<file path="src/rtl/cordic_ctrl_pkg.sv">
// Shared types and constants for the CORDIC sharing controller.
// Holds the FSM encoding, default widths and the round-robin pointer wrap helper.
package cordic_ctrl_pkg;

    localparam int CC_DATA_W  = 32;
    localparam int CC_TIMEOUT = 15;

    localparam logic [CC_DATA_W-1:0] FP32_ZERO = 32'h0000_0000;

    typedef enum logic [1:0] {
        IDLE  = 2'd0,
        ISSUE = 2'd1,
        BUSY  = 2'd2,
        RESP  = 2'd3
    } state_t;

    function automatic int wrap_inc(input int id, input int n);
        return (id == n - 1) ? 0 : id + 1;
    endfunction

endpackage

</file>
<file path="src/rtl/cordic_share_ctrl_rr_pick.sv">
// Rotating-priority select: picks the first set request at or above rr_ptr,
// wrapping past the top requester back to 0.
module rr_pick #(
    parameter int N_REQ = 4,
    parameter int ID_W  = 2
) (
    input  logic [N_REQ-1:0] req,
    input  logic [ID_W-1:0]  rr_ptr,
    output logic [N_REQ-1:0] grant,
    output logic [ID_W-1:0]  grant_id,
    output logic             any
);

    logic [ID_W-1:0] idx;

    always_comb begin
        grant    = '0;
        grant_id = '0;
        any      = 1'b0;
        idx      = '0;
        // Walk from the farthest offset down so the nearest hit overwrites the rest.
        for (int k = N_REQ - 1; k >= 0; k--) begin
            idx = ID_W'((int'(rr_ptr) + k) % N_REQ);
            if (req[idx]) begin
                grant      = '0;
                grant[idx] = 1'b1;
                grant_id   = idx;
                any        = 1'b1;
            end
        end
    end

endmodule

</file>
<file path="src/rtl/cordic_share_ctrl.sv">
// Time-shares one iterative cosine CORDIC core among N_REQ requesters, returning
// tagged results on one response channel, with a watchdog that flushes a hung core.
//
//   state | meaning
//   IDLE  | waiting for any req_valid; grants and latches operand/id
//   ISSUE | one-cycle core_start, busy counter cleared
//   BUSY  | waiting for core_done, busy counter running
//   RESP  | response held on rsp_* until rsp_ready
module cordic_share_ctrl
    import cordic_ctrl_pkg::*;
#(
    parameter int N_REQ   = 4,
    parameter int ID_W    = 2,
    parameter int DATA_W  = CC_DATA_W,
    parameter int TIMEOUT = CC_TIMEOUT
) (
    input  logic                    clock,
    input  logic                    aclr_n,
    input  logic                    clk_en,
    input  logic [N_REQ-1:0]        req_valid,
    input  logic [N_REQ*DATA_W-1:0] req_data,
    output logic [N_REQ-1:0]        req_ready,
    output logic                    rsp_valid,
    output logic [ID_W-1:0]         rsp_id,
    output logic [DATA_W-1:0]       rsp_data,
    output logic                    rsp_err,
    input  logic                    rsp_ready,
    output logic                    core_start,
    output logic [DATA_W-1:0]       core_dataa,
    output logic                    core_flush,
    input  logic                    core_done,
    input  logic [DATA_W-1:0]       core_result
);

    localparam int CNT_W = $clog2(TIMEOUT + 1) + 1;

    state_t            state;
    state_t            state_nxt;
    logic [N_REQ-1:0]  pick_grant;
    logic [ID_W-1:0]   pick_id;
    logic              pick_any;
    logic [ID_W-1:0]   id_q;
    logic [ID_W-1:0]   rr_ptr;
    logic [DATA_W-1:0] operand_q;
    logic [CNT_W-1:0]  busy_cnt;
    logic              cnt_tc;
    logic              flush_pulse;
    logic              go;
    logic [DATA_W-1:0] req_word [N_REQ];

    for (genvar i = 0; i < N_REQ; i++) begin : g_word
        assign req_word[i] = req_data[i*DATA_W +: DATA_W];
    end

    rr_pick #(
        .N_REQ (N_REQ),
        .ID_W  (ID_W)
    ) u_pick (
        .req      (req_valid),
        .rr_ptr   (rr_ptr),
        .grant    (pick_grant),
        .grant_id (pick_id),
        .any      (pick_any)
    );

    // Handshake-side outputs are suppressed while frozen or in reset, since no
    // edge would act on them.
    assign go         = clk_en & aclr_n;
    assign cnt_tc     = (busy_cnt == CNT_W'(TIMEOUT));
    assign core_flush = ~aclr_n | flush_pulse;
    assign core_dataa = operand_q;
    assign rsp_id     = id_q;

    always_ff @(posedge clock) begin
        if (!aclr_n) begin
            state <= IDLE;
        end else if (clk_en) begin
            state <= state_nxt;
        end
    end

    always_comb begin
        state_nxt = state;
        case (state)
            IDLE:    if (pick_any) state_nxt = ISSUE;
            ISSUE:   state_nxt = BUSY;
            BUSY:    if (core_done || cnt_tc) state_nxt = RESP;
            RESP:    if (rsp_ready) state_nxt = IDLE;
            default: state_nxt = IDLE;
        endcase
    end

    always_comb begin
        req_ready   = '0;
        core_start  = 1'b0;
        flush_pulse = 1'b0;
        case (state)
            IDLE:    if (go) req_ready = pick_grant;
            ISSUE:   core_start = go;
            BUSY:    flush_pulse = go & ~core_done & cnt_tc;
            default: ;
        endcase
    end

    always_ff @(posedge clock) begin
        if (!aclr_n) begin
            operand_q <= '0;
            id_q      <= '0;
            rr_ptr    <= '0;
            busy_cnt  <= '0;
            rsp_valid <= 1'b0;
            rsp_data  <= '0;
            rsp_err   <= 1'b0;
        end else if (clk_en) begin
            case (state)
                IDLE: begin
                    if (pick_any) begin
                        operand_q <= req_word[pick_id];
                        id_q      <= pick_id;
                    end
                end
                ISSUE: busy_cnt <= '0;
                BUSY: begin
                    busy_cnt <= busy_cnt + CNT_W'(1);
                    // A done arriving on the timeout cycle still delivers a result.
                    if (core_done) begin
                        rsp_valid <= 1'b1;
                        rsp_data  <= core_result;
                        rsp_err   <= 1'b0;
                    end else if (cnt_tc) begin
                        rsp_valid <= 1'b1;
                        rsp_data  <= DATA_W'(FP32_ZERO);
                        rsp_err   <= 1'b1;
                    end
                end
                RESP: begin
                    if (rsp_ready) begin
                        rsp_valid <= 1'b0;
                        rr_ptr    <= ID_W'(wrap_inc(int'(id_q), N_REQ));
                    end
                end
                default: ;
            endcase
        end
    end

endmodule

</file>
<file path="config.mk">
export PLATFORM = sky130hd
export DESIGN_NAME = cordic_share_ctrl
export DESIGN_NICKNAME = d
export VERILOG_FILES = /design/src/rtl/cordic_ctrl_pkg.sv /design/src/rtl/cordic_share_ctrl_rr_pick.sv /design/src/rtl/cordic_share_ctrl.sv
export SDC_FILE = /design/constraint.sdc
export NUM_CORES = 1
export LEC_CHECK = 0
export CAP_MARGIN = 20
export CORE_MARGIN = 8
export CORE_UTILIZATION = 43
export CTS_CLUSTER_SIZE = 16
export DETAILED_ROUTE_END_ITERATION = 16
export PLACE_DENSITY_LB_ADDON = 0.3
export REMOVE_ABC_BUFFERS = 1
export SYNTH_ARGS = -nofsm -noshare
export SYNTH_HDL_FRONTEND = slang
export SYNTH_SLANG_ARGS = --single-unit
</file>
<file path="constraint.sdc">
create_clock -name clock -period 4 [get_ports clock]
set_input_delay 0.6 -clock clock [delete_from_list [all_inputs] [get_ports clock]]
set_output_delay 0.6 -clock clock [all_outputs]
set_load 0.01 [all_outputs]
</file>
==> results of run 1 <==
[area by class of cell]
| type | count | area, sq um | share of cell area |
|---|---|---|---|
| multi-input combinational | 368 | 2630 | 0.366 |
| tap | 136 | 170 | 0.0237 |
| timing repair buffer | 255 | 2530 | 0.352 |
| clock buffer | 10 | 128 | 0.0178 |
| sequential | 77 | 1540 | 0.215 |
| clock inverter | 6 | 72.6 | 0.0101 |
| inverter | 31 | 116 | 0.0162 |
[placed cells by master, fill, tap and decap left out, types with 19 or more instances in the layout]
cell / n
dfxtp_1: 76
a22oi_1: 32
nor2b_1: 40
clkdlybuf4s50_1: 241
a311o_1: 19
mux2i_1: 31
a211oi_1: 38
inv_1: 31
a21boi_1: 19
nand2_1: 81
[cell usage after synthesis (4+ instances only)]
master / n
nand2_1: 81
dfxtp_1: 77
nor2b_1: 40
a211oi_1: 38
clkbuf_1: 34
a22oi_1: 32
mux2i_1: 32
inv_1: 31
a21boi_1: 19
a311o_1: 19
ha_1: 15
and2_1: 14
o221ai_1: 13
a21oi_1: 12
buf_2: 6
nand3_1: 5
nor2_1: 5
a211o_1: 4
a221oi_1: 4
buf_6: 4
[sequential cells by signal, summed over array words and instances, names as in the netlist]
name,count
rsp_id,2
state,2
core_dataa,32
rsp_data,32
busy_cnt,5
rr_ptr,2
rsp_err,1
rsp_valid,1
[power by group through the flow]
stage / Combinational (mW) / Clock (mW) / Sequential (mW)
final: 0.558 / 0.597 / 0.828
after CTS: 0.560 / 0.609 / 0.829
after global placement: 0.546 / 0 / 0.844
after detailed placement: 0.557 / 0 / 0.846
after floorplan: 0.213 / 0 / 0.861
after global routing: 0.600 / 0.651 / 0.834
[cells by family after synthesis]
family | synth area share
AO/OA/AOI/OAI | 0.274
adder cells (fa/ha/maj) | 0.0419
buffers and inverters | 0.0765
flip-flops | 0.344
multiplexers | 0.0891
AND/OR/NAND/NOR | 0.174
[per-stage QoR]
| step | util | setup TNS (ns) | power (mW) |
|---|---|---|---|
| after floorplan | - | -0.0461 | 1.07 |
| after global placement | 0.682 | 0 | 1.39 |
| after detailed placement | 0.682 | 0 | 1.40 |
| after CTS | 0.701 | 0 | 2.00 |
| after global routing | 0.702 | 0 | 2.08 |
| final | 0.702 | 0 | 1.98 |
[worst paths after layout]
kind                                 endpoint  slack, ns  cells after the start
hold reg to reg   core_dataa[31]$_SDFFE_PN0P_       0.45                      2
setup / recovery                 req_ready[0]       0.27                      7
hold / removal    core_dataa[31]$_SDFFE_PN0P_       0.45                      2
setup reg to reg   core_dataa[0]$_SDFFE_PN0P_       0.87                      9
[routing by layer]
layer,share of wire,global-route usage
met2,0.49,0.382
met5,0,0
met4,0.037,0.105
met3,0.071,0.0643
met1,0.40,0.244
[repair_timing]
| item | 4_1_cts | 5_1_grt |
|---|---|---|
| setup endpoints to repair | 0 | 4 |
| resized for setup | 0 | 2 |
| setup buffers | 0 | 0 |
[worst min-delay path: cells and delay by family (launching register included)]
kind | cells | cell delay [ns]
compound gates | 1 | 0.05
flops | 1 | 0.31
simple gates | 1 | 0.05
==> out/metrics.cfg, run 1 <==
[status]
status=complete, no violations

[critical_path]
critPathKind=input port to output port
cp_data_required_time_ns=3.40
cp_cell_sequence=clkdlybuf4s50_1 -> mux4_2 -> nor2b_1 -> a221oi_1 -> a211o_1 -> a21oi_1 -> clkdlybuf4s50_1
reg2reg_from=rr_ptr[1]$_SDFFE_PN0P_
crit_path_top_delay_cell=mux4_2
cp_max_fo=8
setup.worst_path.start=req_valid[1]
end_kind=output port
start_kind=input port
cpPeakStageDelay_ns=0.60
crit_top_cell=clkdlybuf4s50_1
crit_family=buffers and inverters
crit_buf_inv=2
arrival_ns=3.13

[place]
numPortBuffers=242
place_area_sq_um=6980
dpl.hpwl_um=12400
preCtsSetupSlack_ns=0.293
dp.cells=867
gp_congestion=0.854

[routing]
routedWlPerCell_um=18.4
vias=4838
drc_errors=0
vias_per_cell=5.48
drt-initial-drc-count=407
postRouteAntennaNets=0
wl_um=16300
drt_first_pass_iters=5

[timing]
relSlewSlack=0.441
skew_ns=0.0139
fmax_mhz=268
whs_ns=0.454
grt_setup_unrepaired=no
hold_viol=0
min_period_ns=3.73
tightest_slew_ns=0.835
fin_ws_ns=0.265
setup_viol=0
post-route-period-util=0.934
slew_violations=0

[synth]
synth_area_sq_um=4480
async_flop_share=0
synth_cells=522
synth_area_leaders=dfxtp_1 34%, mux2i_1 7.2%, nand2_1 6.8%
yosysWarnings=0
seq_area_frac_synth=0.344
yosysUniqueCellTypes=42
synth_largest_area_cell=dfxtp_1
synth_area_per_cell_sq_um=8.58
synth_top_flop_cell=dfxtp_1
synth_top_area_share=0.344
synth_seq_cells=77
synth_edf_count=0

[cts]
clk_latency_ns=0.34
cts_hold_buf=0
root_buffer=clkbuf_8
htreeDepth=3
cts_buffer_depth=2
cts_made_buffers=9
cts_tree=done
clkTransAtPathRegs_ns=0.08
cts.sinks=77

[power]
seq_power_share=0.418
clkPwrFrac=0.301
irDropWorstVdd_mv=0.198
pwr_density_cell_nw_per_um2=276
power.internal_mw=1.42
switchingPower_mw=0.560
combPwrFrac=0.281
p_leak_nw=2.64
switching_share=0.282

[cells_and_area]
num-fill-cells=839
final_area_sq_um=7180
nets=926
stdcell_count=883
drive_above_1_share=0.0549
syn2layout_area_growth_pct=60.3
antenna_cells=0

[grt]
antenna_found_initial=0
grt-ovfl-total=0
grt_pass1_wl_um=25500
grt_pass1_vias=4985
grt_use_total=0.221
grt_max_degree=77

[worst_hold_path]
min_path_type=flop to flop
hp-start=core_dataa[31]$_SDFFE_PN0P_

[floorplan]
die_area_sq_um=13900
start_util=0.438
core_sq_um=10200
ioPinCount=243
chipHeight_um=118
die_width_um=118
rows=37

[run]
cap_violations=0

Note: power is estimated with default switching activity, not from simulation.
==> run 2: changes to the inputs <==
Settings changed: CORE_UTILIZATION 43 to 41, SLEW_MARGIN set to 20, SYNTH_HIERARCHICAL set to 1.
==> run 2 against run 1 <==
Effect of this change:
- wire length is 7.5% lower
- sequential share of layout area up 1.4 points
- setup slack improved by 0.040 ns
- global-route usage shrank 0.52 points
- synthesized area decreased by 7.8%
==> out/metrics.cfg, run 2 <==
[status]
status=complete, no violations

[synth]
synth.most_common_cell=dfxtp_1
synth_area_leaders=dfxtp_1 37%, mux4_2 17%, a22o_1 6.8%
synth_cells=366  ; -30%
yosys-top-cells-count=77 x dfxtp_1, 44 x nor2_1, 36 x a22oi_1, 32 x a22o_1, 31 x mux4_2
synth_area_sq_um=4130  ; -7.8%
synth_top_area_share=0.373  ; +0.0293
synth_largest_area_cell=dfxtp_1
async_flop_share=0  ; unchanged
synth_top_flop_cell=dfxtp_1
synth_edf_count=0  ; unchanged
yosysWarnings=6  ; +6
synth_area_per_cell_sq_um=11.3  ; +31%
seq_area_frac_synth=0.373  ; +0.0293
yosysUniqueCellTypes=51  ; +21%
synth_seq_cells=77  ; unchanged

[cts]
cts_made_buffers=9  ; unchanged
clkTransAtPathRegs_ns=0.09  ; about the same
cts_tree=done
htreeDepth=3  ; unchanged
root_buffer=clkbuf_8
cts_buffer_depth=2  ; unchanged
clk_latency_ns=0.34  ; about the same
cts.sinks=77  ; unchanged
cts_setup_buffers=0  ; unchanged
cts_hold_buf=0  ; unchanged

[power]
switchingPower_mw=0.529  ; -5.4%
switching_share=0.278  ; -0.00415
irDropWorstVdd_mv=0.151  ; -24%
clkPwrFrac=0.295  ; -0.006
power.internal_mw=1.37  ; -3.5%
seq_power_share=0.437  ; +0.019
combPwrFrac=0.268  ; -0.013
pwr_density_cell_nw_per_um2=282  ; +2.2%
p_leak_nw=2.46  ; -6.8%

[routing]
drt_first_pass_iters=5  ; unchanged
drt-initial-drc-count=306  ; -25%
postRouteAntennaNets=0  ; unchanged
drc_errors=0  ; unchanged
vias_per_cell=5.43  ; -0.85%
routedWlPerCell_um=20.5  ; +11%
wl_um=15000  ; -7.5%
vias=3982  ; -18%

[run]
cap_violations=0  ; unchanged

[critical_path]
cp_max_fo=11  ; +3
end_kind=output port
start_kind=flop
arrival_ns=3.09  ; -0.04 ns
cp_data_required_time_ns=3.40  ; about the same
critPathKind=flop to output port

[cells_and_area]
drive_above_1_share=0.112  ; +0.0572
syn2layout_area_growth_pct=63.4
mostFrequentLayoutCells=242 x clkdlybuf4s50_1, 76 x dfxtp_1, 44 x nor2_1
nets=778  ; -16%
stdcell_count=733  ; -17%
num-fill-cells=753  ; -10%
multiInputGateArea_sq_um=2320  ; -12%
seqCellArea_sq_um=1540  ; unchanged
layout_commonest_cell=clkdlybuf4s50_1

[timing]
min_period_ns=3.69  ; -0.0401 ns
slew_violations=0  ; unchanged
hold_viol=0  ; unchanged
fmax_mhz=271  ; +1.1%
setup_viol=0  ; unchanged
tightest_slew_ns=0.566  ; -0.270 ns
relSlewSlack=0.621  ; +0.179
totalNegativeSetupSlack_ns=0  ; unchanged
skew_ns=0.0110  ; -0.00284 ns
post-route-period-util=0.924  ; -0.0100
grt_setup_unrepaired=no

[grt]
grt_use_total=0.216  ; -0.00520
gr-usage-met2=0.378  ; -0.00399
met3_usage=0.0884  ; +0.0241
antenna_found_initial=1  ; +1
busiest_layer=met2
grt-ovfl-total=0  ; unchanged
grt_max_degree=34  ; -56%
grtUsageMet1=0.225  ; -0.0189
grt_pass1_wl_um=22300  ; -12%
grt_pass1_vias=4188  ; -16%

[floorplan]
core_sq_um=9770  ; -4.5%
ioPinCount=243  ; unchanged
rows=36  ; -2.7%
die_area_sq_um=13500  ; -2.9%
start_util=0.422  ; -0.0155
die_width_um=116  ; -1.5%
chipHeight_um=116  ; -1.5%

[place]
gp_congestion=0.865  ; +1.3%
dp.cells=715  ; -18%
dpl.hpwl_um=12200  ; -1.5%
numPortBuffers=242  ; unchanged

[worst_hold_path]
min_path_type=flop to flop

## run 2: cell count changes in the layout (fill, tap and decap cells not counted), moves of 28 or more
cell	delta
a211oi_1	-37
a22o_1	+32
mux4_2	+28
nand2_1	-72
nor2_1	+39
nor2b_1	-38
## run 2: cell families after synthesis
group	count (synthesis)	share of synthesized area
muxes	43	0.216
adders and majority gates	16	0.0485
buffers and inverters	40	0.0685
DFF	77	0.373
and+or+nand+nor	95	0.119
AOI/OAI and AO/OA	95	0.176
## run 2: critical path: stages, from the launching register on
cell	delay (ns)
dfxtp_2	0.48
inv_1	0.18
ha_1	0.44
or3b_2	0.48
nand3_1	0.16
nand4_1	0.12
a31oi_1	0.20
and2_1	0.16
clkdlybuf4s50_1	0.54
## run 2: final timing paths
path | from | end | slack, ns | cells after the start
setup / recovery | rr_ptr[1]$_SDFFE_PN0P_ | req_ready[2] | 0.31 | 8
hold / removal | busy_cnt[4]$_SDFFE_PN0P_ | busy_cnt[4]$_SDFFE_PN0P_ | 0.46 | 2
setup reg to reg | rr_ptr[1]$_SDFFE_PN0P_ | core_dataa[12]$_SDFFE_PN0P_ | 0.86 | 9
hold reg to reg | busy_cnt[4]$_SDFFE_PN0P_ | busy_cnt[4]$_SDFFE_PN0P_ | 0.46 | 2
## run 2: power by group through the flow
stage / Clock [mW] / Combinational [mW] / Sequential, mW
after detailed placement: 0 / 0.512 / 0.849
after global placement: 0 / 0.503 / 0.848
after CTS: 0.579 / 0.514 / 0.832
final: 0.561 / 0.510 / 0.832
after floorplan: 0 / 0.187 / 0.865
after global routing: 0.620 / 0.543 / 0.838
## run 2: area by class of cell
cell class              count  share of cell area
diodes                      2            0.000742
multi-input cells         249               0.344
well taps                 133              0.0247
inverters                   6             0.00334
flip-flops and latches     77               0.229
repair buffers            250               0.370
clock buffers               9              0.0184
clock inverters             7              0.0100
## run 2: metal layers
layer / vias to the layer above / part of all wire
met1: 1889 / 0.35
li1: 1870 / -
met3: 27 / 0.11
met5: - / 0
met2: 196 / 0.51
met4: 0 / 0.027
## run 2: repair_timing
item / 4_1_cts / 5_1_grt
endpoints found under the setup margin: 0 / 4
resized for setup: 0 / 1
endpoints found under the hold margin: 0 / 0
## run 2: stage by stage
stage | power (mW) | worst slack [ns] | utilization | cell area, sq um | hold slack [ns]
after floorplan | 1.05 | -2.47 | - | 3870 | 0.432
after global placement | 1.35 | 0.634 | 0.670 | 6550 | 0.439
after detailed placement | 1.36 | 0.522 | 0.670 | 6550 | 0.452
after CTS | 1.93 | 0.137 | 0.689 | 6740 | 0.463
after global routing | 2.00 | 0.178 | 0.690 | 6740 | 0.479
final | 1.90 | 0.305 | 0.690 | 6740 | 0.458
